## config.mk

```make
export PLATFORM = sky130hd
export DESIGN_NAME = falafel_output_serializer
export DESIGN_NICKNAME = d
export VERILOG_FILES = /design/src/rtl/falafel_output_serializer.sv
export SDC_FILE = /design/constraint.sdc
export NUM_CORES = 1
export LEC_CHECK = 0
export CAP_MARGIN = 20
export CORE_MARGIN = 2
export CORE_UTILIZATION = 40
export CTS_CLUSTER_DIAMETER = 200
export CTS_CLUSTER_SIZE = 14
export DETAILED_ROUTE_END_ITERATION = 8
export PLACE_DENSITY = 0.73
export SLEW_MARGIN = 20
export SYNTH_ARGS = -nofsm -noshare
export SYNTH_HDL_FRONTEND = slang
export SYNTH_SLANG_ARGS = --single-unit
```

## constraint.sdc

```tcl
create_clock -name clk_i -period 17.3 [get_ports clk_i]
set_input_delay 2.595 -clock clk_i [delete_from_list [all_inputs] [get_ports clk_i]]
set_output_delay 2.595 -clock clk_i [all_outputs]
set_load 0.01 [all_outputs]
```

## src/rtl/falafel_output_serializer.sv

```systemverilog
// Response serializer: buffers alloc/free responses per channel and
// emits each as a 2-word {header, data} packet with round-robin arbitration.
// Ports: clk_i, rst_i (sync, active-high); alloc_resp_* / free_resp_*
// val/rdy/data input channels; resp_val_o/resp_rdy_i/resp_data_o output
// stream; busy_o (FSM active or any buffer non-empty).

package falafel_pkg;
  localparam int DATA_W      = 64;
  localparam int MSG_ID_SIZE = 8;
  localparam int OPC_W       = 8;

  localparam logic [OPC_W-1:0] REQ_ALLOC_MEM = 8'h01;
  localparam logic [OPC_W-1:0] REQ_FREE_MEM  = 8'h02;

  typedef struct packed {
    logic [MSG_ID_SIZE-1:0] id;
    logic [DATA_W-1:0]      data;
  } alloc_entry_t;

  typedef struct packed {
    logic [DATA_W-OPC_W-MSG_ID_SIZE-1:0] rsvd;
    logic [OPC_W-1:0]                    opcode;
    logic [MSG_ID_SIZE-1:0]              id;
  } base_header_t;
endpackage

module falafel_fifo #(
  parameter int WIDTH = 8,
  parameter int DEPTH = 2
) (
  input  logic             clk_i,
  input  logic             rst_ni,
  input  logic             push_i,
  input  logic [WIDTH-1:0] data_i,
  input  logic             pop_i,
  output logic [WIDTH-1:0] data_o,
  output logic             full_o,
  output logic             empty_o
);
  localparam int AW = $clog2(DEPTH);

  logic [WIDTH-1:0] r_mem [DEPTH];
  logic [AW:0]      r_wptr;
  logic [AW:0]      r_rptr;
  logic             w_push;
  logic             w_pop;

  // Extra pointer MSB distinguishes full from empty.
  assign full_o  = (r_wptr[AW] != r_rptr[AW]) &&
                   (r_wptr[AW-1:0] == r_rptr[AW-1:0]);
  assign empty_o = (r_wptr == r_rptr);
  assign data_o  = r_mem[r_rptr[AW-1:0]];
  assign w_push  = push_i && !full_o;
  assign w_pop   = pop_i && !empty_o;

  always_ff @(posedge clk_i) begin
    if (!rst_ni) begin
      r_wptr <= '0;
      r_rptr <= '0;
    end else begin
      if (w_push) r_wptr <= r_wptr + 1'b1;
      if (w_pop)  r_rptr <= r_rptr + 1'b1;
    end
  end

  always_ff @(posedge clk_i) begin
    if (rst_ni && w_push) r_mem[r_wptr[AW-1:0]] <= data_i;
  end
endmodule

module falafel_output_serializer
  import falafel_pkg::*;
#(
  parameter int FIFO_DEPTH = 2
) (
  input  logic                          clk_i,
  input  logic                          rst_i,
  input  logic                          alloc_resp_val_i,
  output logic                          alloc_resp_rdy_o,
  input  logic [MSG_ID_SIZE+DATA_W-1:0] alloc_resp_data_i,
  input  logic                          free_resp_val_i,
  output logic                          free_resp_rdy_o,
  input  logic [MSG_ID_SIZE+DATA_W-1:0] free_resp_data_i,
  output logic                          resp_val_o,
  input  logic                          resp_rdy_i,
  output logic [DATA_W-1:0]             resp_data_o,
  output logic                          busy_o
);
  typedef enum logic [1:0] {
    S_IDLE, S_HEADER, S_DATA
  } state_e;

  typedef enum logic {
    CH_ALLOC, CH_FREE
  } chan_e;

  state_e       r_state, w_state_d;
  chan_e        r_grant, w_grant_d;
  chan_e        r_prio,  w_prio_d;
  alloc_entry_t w_head_a, w_head_f, w_head;
  logic         w_full_a, w_full_f;
  logic         w_empty_a, w_empty_f;
  logic         w_pop_a, w_pop_f;
  base_header_t w_hdr;

  falafel_fifo #(
    .WIDTH (MSG_ID_SIZE + DATA_W),
    .DEPTH (FIFO_DEPTH)
  ) u_alloc_fifo (
    .clk_i   (clk_i),
    .rst_ni  (!rst_i),
    .push_i  (alloc_resp_val_i),
    .data_i  (alloc_resp_data_i),
    .pop_i   (w_pop_a),
    .data_o  (w_head_a),
    .full_o  (w_full_a),
    .empty_o (w_empty_a)
  );

  falafel_fifo #(
    .WIDTH (MSG_ID_SIZE + DATA_W),
    .DEPTH (FIFO_DEPTH)
  ) u_free_fifo (
    .clk_i   (clk_i),
    .rst_ni  (!rst_i),
    .push_i  (free_resp_val_i),
    .data_i  (free_resp_data_i),
    .pop_i   (w_pop_f),
    .data_o  (w_head_f),
    .full_o  (w_full_f),
    .empty_o (w_empty_f)
  );

  assign alloc_resp_rdy_o = !w_full_a;
  assign free_resp_rdy_o  = !w_full_f;
  assign w_head  = (r_grant == CH_ALLOC) ? w_head_a : w_head_f;
  assign busy_o  = (r_state != S_IDLE) || !w_empty_a || !w_empty_f;

  always_ff @(posedge clk_i) begin
    if (rst_i) begin
      r_state <= S_IDLE;
      r_grant <= CH_ALLOC;
      r_prio  <= CH_ALLOC;
    end else begin
      r_state <= w_state_d;
      r_grant <= w_grant_d;
      r_prio  <= w_prio_d;
    end
  end

  always_comb begin
    w_state_d   = r_state;
    w_grant_d   = r_grant;
    w_prio_d    = r_prio;
    w_pop_a     = 1'b0;
    w_pop_f     = 1'b0;
    resp_val_o  = 1'b0;
    resp_data_o = '0;
    w_hdr        = '0;
    w_hdr.opcode = (r_grant == CH_ALLOC) ? REQ_ALLOC_MEM
                                         : REQ_FREE_MEM;
    w_hdr.id     = w_head.id;
    unique case (r_state)
      S_IDLE: begin
        if (!w_empty_a && !w_empty_f) begin
          w_grant_d = r_prio;
          w_state_d = S_HEADER;
        end else if (!w_empty_a) begin
          w_grant_d = CH_ALLOC;
          w_state_d = S_HEADER;
        end else if (!w_empty_f) begin
          w_grant_d = CH_FREE;
          w_state_d = S_HEADER;
        end
      end
      S_HEADER: begin
        resp_val_o  = 1'b1;
        resp_data_o = w_hdr;
        if (resp_rdy_i) w_state_d = S_DATA;
      end
      S_DATA: begin
        resp_val_o  = 1'b1;
        resp_data_o = w_head.data;
        if (resp_rdy_i) begin
          w_pop_a   = (r_grant == CH_ALLOC);
          w_pop_f   = (r_grant == CH_FREE);
          w_prio_d  = (r_grant == CH_ALLOC) ? CH_FREE : CH_ALLOC;
          w_state_d = S_IDLE;
        end
      end
      default: w_state_d = S_IDLE;
    endcase
  end
endmodule

```

# --- Yosys cells after proc, flatten, opt, wreduce, memory -nomap -nowiden ---
# Memories as Yosys holds them, arrays and structs flattened. A register that Yosys moved wholly into a read port is not among the register bits.
# Cells that the tools add are included.
# Widths: inputs -> output; s select.
classes:
  bitwise: 1
  muxes: 26
  addsub: 4
  eq_ne: 12
  n_reduce_logical: 22
ops:
  columns: ["cell", "n"]
  rows:
  - ["$pmux 64 s2", 1]
  - ["$mux 72", 1]
  - ["$mux 1", 17]
  - ["$mux 2", 6]
  - ["$logic_and 1x1->1", 9]
  - ["$add 2x1->2 const B", 4]
  - ["$pmux 2 s3", 1]
  - ["$logic_not 1->1", 5]
  - ["$eq 2x2->1", 2]
  - ["$ne 2x2->1 const B", 2]
  - ["$ne 4x4->1 const B", 1]
  - ["$reduce_and 2->1", 2]
  - ["$ne 3x3->1 const B", 1]
  - ["$reduce_and 3->1", 1]
  - ["$eq 1x1->1", 2]
  - ["$eq 2x1->1 const B", 1]
  - ["$eq 2x2->1 const B", 1]
  - ["$logic_not 2->1", 1]
  - ["$logic_or 1x1->1", 2]
  - ["$ne 1x1->1", 2]
  - ["$reduce_bool 2->1", 1]
  - ["$reduce_or 2->1", 1]
  - ["$not 1->1", 1]
word_totals:
  input_bits: 149
  memories: 2
  wordCells: 74
  output_inout_bits: 68
  ram_bits: 288
  register_bits: 12
mem_list:
  columns: ["name", "depth", "word_bits", "read_ports", "rd_clocked_by_memory_dff", "wr", "line", "source"]
  rows:
  - ["u_alloc_fifo.r_mem", 2, 72, 1, 1, 1, "42", "logic [WIDTH-1:0] r_mem [DEPTH];"]
  - ["u_free_fifo.r_mem", 2, 72, 1, 1, 1, "42", null]

# --- Depth between registers and ports, before layout ---
# Gate-level depths: netlist of run 1.
logic_depth:
  ltp_word: 7
  ltp_mapped: 7
  ltp_nobuf: 6

# --- By module ---
# From an unflattened synthesis of run 1, not the netlist that was laid out.
unflattened:
  hier_cells: 713
  hier_area_um2: 12425.7
by_module_without_submodules:
  columns: ["mod", "seq_area_each_um2", "area_per_inst_um2", "instances", "cells_per_inst"]
  rows:
  - ["falafel_fifo", 4424.2, 5455.2, 2, 258]
  - ["falafel_output_serializer", 80.1, 1515.2, 1, 197]

# --- Least setup slack after synthesis of run 1 ---
# No wires, ideal clock.
synth_path:
  path_type: "input-to-reg"
  startpoint: "in rst_i"
  endpoint: "mem u_alloc_fifo.r_mem[1][0] (netlist name) (enable)"
  t_arrival_ps: 8093
  n_path_buf: 1
  required_ps: 16694
  cell_stages: 2
  setup_ps: 606
  setup_slack_ps: 8602
  path_cell_list: "clkbuf_1 -> nor3b_1"
synth_via:
  elab_chain_len: 4
synth_rtl:
  columns: ["element", "line", "source"]
  rows:
  - ["start: declaration", "77", "input logic rst_i,"]
  - ["$logic_not 1->1", "111", ".rst_ni (!rst_i),"]
  - ["$logic_and 1x1->1", "67", "if (rst_ni && w_push) r_mem[r_wptr[AW-1:0]] <= data_i;"]
  - ["$mux 1", "67", null]
  - ["$mux 1 (implied by the code)", "67", null]
  - ["end: declaration", "42", null]
# Every way passes these cells.

# --- Worst setup path in the final report of run 1 ---
layout_path:
  startpoint: "reg r_state[0]"
  endpoint: "out resp_data_o[36]"
layout_via:
  elab_chain_len: 2
  elab_cells_between_ends: 3
  classes_between: "eq/ne: 2; mux: 1"
layout_rtl:
  columns: ["element", "line", "source"]
  rows:
  - ["start: declaration", "97", "state_e r_state, w_state_d;"]
  - ["start signal: assignment", "145", "r_state <= w_state_d;"]
  - ["$eq 2x2->1 / $eq 2x1->1 (equally long branches)", "163", "unique case (r_state)"]
  - ["$pmux 64 s2 (*)", "163", null]
  - ["end: declaration", "86", "output logic [DATA_W-1:0] resp_data_o,"]
# Mark *: on every way between the ends. The rest lies on a longest branch, timed or not.

==> results of run 1 <==
-- synth_stat cells, types with 7 or more instances --
master | instances | area (um^2)
mux2i_1 | 89 | 891
xor2_1 | 7 | 61.3
dfxtp_1 | 14 | 280
a21boi_0 | 8 | 60.1
nor2_1 | 12 | 45.0
edfxtp_1 | 288 | 8650
nor2b_1 | 54 | 338
a211oi_1 | 109 | 818
clkbuf_1 | 25 | 93.8
nand3_1 | 20 | 100
buf_2 | 24 | 120
nand2_1 | 40 | 150
-- routing by layer --
metal	share of wire, %	track usage (%)	vias up
li1	-	-	3298
met1	44	21.9	3449
met2	49	27.7	184
met3	5.3	3.26	31
met4	1.6	3.79	0
met5	0	0	-
-- sequential cells by signal, summed over array words and instances, names as in the netlist, named ones only --
name / cells
r_grant: 1
u_alloc_fifo.r_wptr: 2
u_alloc_fifo.r_mem: 144
r_prio: 1
r_state: 2
u_free_fifo.r_mem: 144
u_free_fifo.r_wptr: 2
u_free_fifo.r_rptr: 2
u_alloc_fifo.r_rptr: 2
-- critical path, stage by stage (launching register included) --
cell and delay [ps]:
dfxtp_1 340, inv_1 120, ha_1 670, nand2_2 270, buf_4 370, a211oi_1 380, clkdlybuf4s50_1 620
-- kinds of logic (layout without fill, tap and decap cells) --
logic type / count (synthesis) / after routing
XOR/XNOR: 15 / 15
buffers and inverters: 58 / 279
AO/OA/AOI/OAI: 136 / 136
AND/OR/NAND/NOR: 137 / 137
flip-flops: 302 / 302
adder cells (fa/ha/maj): 5 / 5
multiplexers: 90 / 90
-- stage by stage --
stage	utilization [%]	hold WS, ps
2_1_floorplan	-	493
3_5_place_dp	49.1	533
6_report	51.5	541
3_3_place_gp	49.1	515
5_1_grt	51.5	600
4_1_cts	51.5	542
-- power breakdown --
part	total, mW	internal, mW	switching [mW]
clock network	0.513	0.272	0.241
logic	0.275	0.123	0.152
registers	0.870	0.844	0.0260
-- worst min-delay path by stage --
stage               cells past startpoint      to  slack (ps)  startpoint
floorplan                               2  r_prio         490      r_prio
global placement                        2  r_prio         510      r_prio
detailed placement                      2  r_prio         530      r_prio
CTS                                     2  r_prio         540      r_prio
global route                            2  r_prio         600      r_prio
finish                                  2  r_prio         540      r_prio
-- final cells by class --
cell class / instances / area share, %
sequential: 302 / 58.5
multi-input combinational: 383 / 18.7
timing repair buffer: 227 / 14.7
clock buffer: 44 / 4.56
tap: 390 / 3.20
inverter: 7 / 0.172
clock inverter: 1 / 0.0574
==> impl_results.md, run 1 <==
* Via-per-instance ratio at a little over 5
* Most common cell after layout, fill and taps aside: edfxtp_1
* Yosys Warn Count at 0
* CTS tree: yes
* Crit-path max FO at between 40 and 50
* Core Footprint at 29600 um^2
* Critical Path Source: r_state[0]
* Largest net degree at the start of global routing at 73
* Mux cell area share after synthesis at 7.50%
* Reg-to-reg setup timing slack at between 10000 and 15000 ps
* Post-Syn Area at between 10000 and 15000 um^2
* CP required at 14700 ps
* Adder-cell share of the synthesized area at less than 1%
* Largest family of logic cells by synthesized area: compound AO/OA/AOI/OAI gates
* Pwr Density at between 100 and 150 nW/um^2
* Dpl cell area at 14600 um^2
* Per-cell routed wire length at roughly 20 um
* Synth Area in Compound Gates at approximately 8.5%
* Predominant post-synthesis flop cell: edfxtp_1
* Fillcell total at 2492
* Clock-pin transition on the worst setup and hold timing paths at roughly 70 ps
* Synth Instances at between 700 and 800
* RSZ-0062 raised after global routing: no
* Register Area at 8940 um^2
* Hpwl dp at 16100 um
* Total GRT Usage at about 16%
* Post-DRT Antenna Nets at 0
* Worst reg-to-reg path cell count at 5
* Root buffer cell: clkbuf_16
* Post-CTS Hold Buffers at 0
* IO Port Bufs at 216
* Slew HR at a little over two fifths
* Tmin final at around 6000 ps
* Total of max-cap violations at 0
* Post-CTS Setup Inserts at 0
* Global-route wire length before repair at about 40000 um
* Hold Violations, Final at 0
* Kind of critical path: flip-flop to output port
* Synth Net Count at between 800 and 900
* Worst setup endpoint: resp_data_o[36]
* Share of cells above drive strength 1 at about 5.4%
* Final instance area at approximately 15000 um^2
* Crit start category: flip-flop
* Num CTS Buffers at 25
* Antenna violations before repair at 0
* Peak VDD IR at 0.0613 mV
* Site Rows at 63
* Reg-to-reg startpoint: u_free_fifo.r_wptr[1]
* GP Congestion at between 0.7 and 0.8
* CP arrival at 3380 ps
* Final Skew at between 15 and 20 ps
* Netlist cell types at 36
* Setup crit end kind: output port
* Finished Layout Cells at about 1400
* Initial core utilization at between 40% and 50%
* Setup-failing EPs final at 0
* Final worst setup slack at 11330 ps
* FFs w/ async S/R, synth at 0%
* Leakage at about 4.7 nW
* CTS Buffer Depth at 3
* Fmax at around 0.17 GHz
* Status: finished, final reports clean
* Height of the die at between 150 and 200 um
* Least-Margin Pin Slew at between 800 and 900 ps
* Post-CTS resize count at 0
* I/O Pins at roughly 220
* Vias at between 6000 and 7000
* CTS HTree Levels at 1
* Pre-Repair DR Iteration Count at 4
* R2r endpoint: u_free_fifo.r_mem[1][71]
* Final TNS setup at 0 ps
* Routed wire length at roughly 26000 um
* Area occupied by multi-input gates at about 2900 um^2
* Post-Synth Simple-Gate Area at about 5.9%
* Commonest non-fill, non-tap cells in the layout: edfxtp_1 (288), clkdlybuf4s50_1 (216), a211oi_1 (109)
* Vias in the first global route at roughly 7200
* Layout overhead on the synthesized area at 26.9%
* Xor and xnor area share after synthesis at 1.22%
* Sink Count at 302
* Number of flops mapped to enable cells by yosys at ~290
* Die area at about 31000 um^2
* Synthesized area per cell at 16.2 um^2
* Tot Pwr at approximately 1.7 mW
* Die width at ~180 um
* Placement Setup Slack at 11840 ps
* DR iter-0 viols at 354
* Final worst-path cycle share at between 30% and 40%
* Final Max Tran Viols at 0
* DRC viols at 0
* Antenna diode count at 0
* FF+latch count, synth at ~300
* Total grt overflow at 0
* NumNets Final at 1100
* Sequential share of the synthesized area at between 70% and 80%
* Placed Cells at 1309
* Clock latency on the worst-skew pair at around 530 ps
* Worst Hold Class: flip-flop to flip-flop
No activity file was read; power rests on OpenSTA's default activity.
==> inputs of run 2 (changes only) <==
--- a/config.mk
+++ b/config.mk
@@ -11,7 +11,7 @@
 export CTS_CLUSTER_DIAMETER = 200
 export CTS_CLUSTER_SIZE = 14
 export DETAILED_ROUTE_END_ITERATION = 8
-export PLACE_DENSITY = 0.73
+export PLACE_DENSITY = 0.75
 export SLEW_MARGIN = 20
 export SYNTH_ARGS = -nofsm -noshare
 export SYNTH_HDL_FRONTEND = slang
==> constraint.sdc (replaced) <==
create_clock -name clk_i -period 5.1 [get_ports clk_i]
set_input_delay 0.765 -clock clk_i [delete_from_list [all_inputs] [get_ports clk_i]]
set_output_delay 0.765 -clock clk_i [all_outputs]
set_load 0.01 [all_outputs]
==> impl_results.md, run 2 (synthesized netlist as in run 1, its figures left out) <==
* Total GRT Usage at 16.5% (+0.075 points)
* Slowest Stage Delay on Critical Path at 610 ps (-60 ps)
* Placed Cells at 1311 (+0.15%)
* CTS HTree Levels at 1 (unchanged)
* Antenna violations before repair at 2 (+2)
* Hold Violations, Final at 0 (unchanged)
* NumNets Final at 1102 (+0.18%)
* Commonest non-fill, non-tap cells in the layout: edfxtp_1 (288), clkdlybuf4s50_1 (216), a211oi_1 (109)
* GP Congestion at 0.753 (+1.6%)
* Crit start category: flip-flop
* CP required at 4340 ps (-10360 ps)
* Site Rows at 63 (unchanged)
* Vias in the first global route at 7105 (-1.3%)
* Per-cell routed wire length at 19.7 um (+1.1%)
* Final core occ at 51.6% (+0.089 points)
* Share of cells above drive strength 1 at 5.75% (+0.35 points)
* GR Util met1 at 21.9% (about the same)
* Num CTS Buffers at 25 (unchanged)
* Leakage at 4.70 nW (+0.24%)
* Initial core utilization at 40.6% (unchanged)
* Height of the die at 177 um (unchanged)
* Post-CTS Hold Buffers at 0 (unchanged)
* Final Skew at 15.7 ps (-1.37 ps)
* Pre-Repair DR Iteration Count at 5 (+1)
* Pwr Density at 366 nW/um^2 (+240%)
* CTS Buffer Depth at 3 (unchanged)
* Worst Hold Class: flip-flop to flip-flop
* Final TNS setup at 0 ps (unchanged)
* Root buffer cell: clkbuf_16
* WP buf/inv at 3 (unchanged)
* DR iter-0 viols at 458 (+29%)
* Post-CTS resize count at 0 (unchanged)
* Worst path slowest cell: nand2_2
* Post-DRT Antenna Nets at 0 (unchanged)
* Clock-pin transition on the worst setup and hold timing paths at 70 ps (about the same)
* Area occupied by multi-input gates at 2860 um^2 (unchanged)
* Die area at 31500 um^2 (unchanged)
* Post-CTS Setup Inserts at 0 (unchanged)
* Fillcell total at 2450 (-1.7%)
* Sink Count at 302 (unchanged)
* CTS tree: yes
* Final worst-path cycle share at between 80% and 90%
* Register Area at 8940 um^2 (unchanged)
* Total grt overflow at 0 (unchanged)
* I/O Pins at 217 (unchanged)
* Finished Layout Cells at 1348 (-0.44%)
* Clock latency on the worst-skew pair at 530 ps (about the same)
* Critical Path Stages at 6 (unchanged)
* Core Footprint at 29600 um^2 (unchanged)
* Status: finished, final reports clean
* Worst reg-to-reg path cell count at 4 (-1)
* Hpwl dp at 16400 um (+1.7%)
* Final Max Tran Viols at 0 (unchanged)
* Routed wire length at 26600 um (+0.62%)
* Slew HR at 38.5% (-3.6 points)
* Crit-path max FO at 36 (-23%)
* IO Port Bufs at 216 (unchanged)
* Peak VDD IR at 0.283 mV (+360%)
* Busiest grt layer: met2
* Setup crit end kind: output port
* Fmax at between 0.2 and 0.25 GHz
* Placement Setup Slack at 1350 ps (-10490 ps)
* Die width at 177 um (unchanged)
* Least-Margin Pin Slew at 918 ps (+49.9 ps)
* Total of max-cap violations at 0 (unchanged)
* Largest net degree at the start of global routing at 83 (+14%)
* RSZ-0062 raised after global routing: no
* Hold path depth at 2 (unchanged)
* DRC viols at 0 (unchanged)
* CP top delay family: buffers and inverters
* Vias at 7034 (+1.0%)
* Reg-to-reg setup timing slack at 2540 ps (-12110 ps)
* Setup-failing EPs final at 0 (unchanged)
* Hold_ws at 524 ps (-17.1 ps)
* Tmin final at about 4200 ps
* Global-route wire length before repair at 40000 um (+0.23%)
* M2 GR Usage at 27.0% (-0.78 points)
* Via-per-instance ratio at 5.22 (+1.5%)
* Cell Chain, Critical Path: inv_1 -> ha_1 -> nand2_2 -> buf_4 -> a211oi_1 -> clkdlybuf4s50_1
* Most common cell after layout, fill and taps aside: edfxtp_1
* CP arrival at 3470 ps (+90 ps)
* Layout overhead on the synthesized area at 27.1%
* Final worst setup slack at 869 ps (-10460 ps)
* Kind of critical path: flip-flop to output port
* Routing usage on met3 at 3.83% (+0.58 points)
==> run 2: through the flow <==
step	area, um^2	total power, mW
after detailed placement	14600	3.96
after floorplan	12000	3.49
final	15300	5.60
after global routing	15300	5.83
after global placement	14600	3.93
after CTS	15300	5.67
==> run 2: layout make-up <==
type,count,area share (%)
well taps,390,3.19
flip-flops and latches,302,58.4
multi-input cells,383,18.7
inverters,7,0.172
clock inverters,2,0.115
diodes,1,0.0164
repair buffers,229,15.0
clock buffers,34,4.31
==> run 2: per-layer routing <==
layer	wire, um	vias up
li1	-	3291
met1	11400	3460
met2	12600	238
met3	1770	43
met4	794	2
met5	16	-
==> run 2: where the power goes <==
group          internal (mW)  switching [mW]
Combinational          0.425           0.543
Sequential              2.86          0.0659
Clock                  0.894           0.807
Total                   4.18            1.42
==> run 2: worst paths after layout <==
path	startpoint	to
hold / removal	r_prio	r_prio
hold reg to reg	r_prio	r_prio
setup / recovery	r_state[0]	resp_data_o[36]
setup reg to reg	u_alloc_fifo.r_wptr[0]	u_alloc_fifo.r_mem[1][15]
==> run 2: worst register-to-register path, stage by stage (launching register included) <==
cell and delay [ps]:
dfxtp_1 500, xor2_1 220, o21ai_0 220, nor3b_2 790
buf_12 430
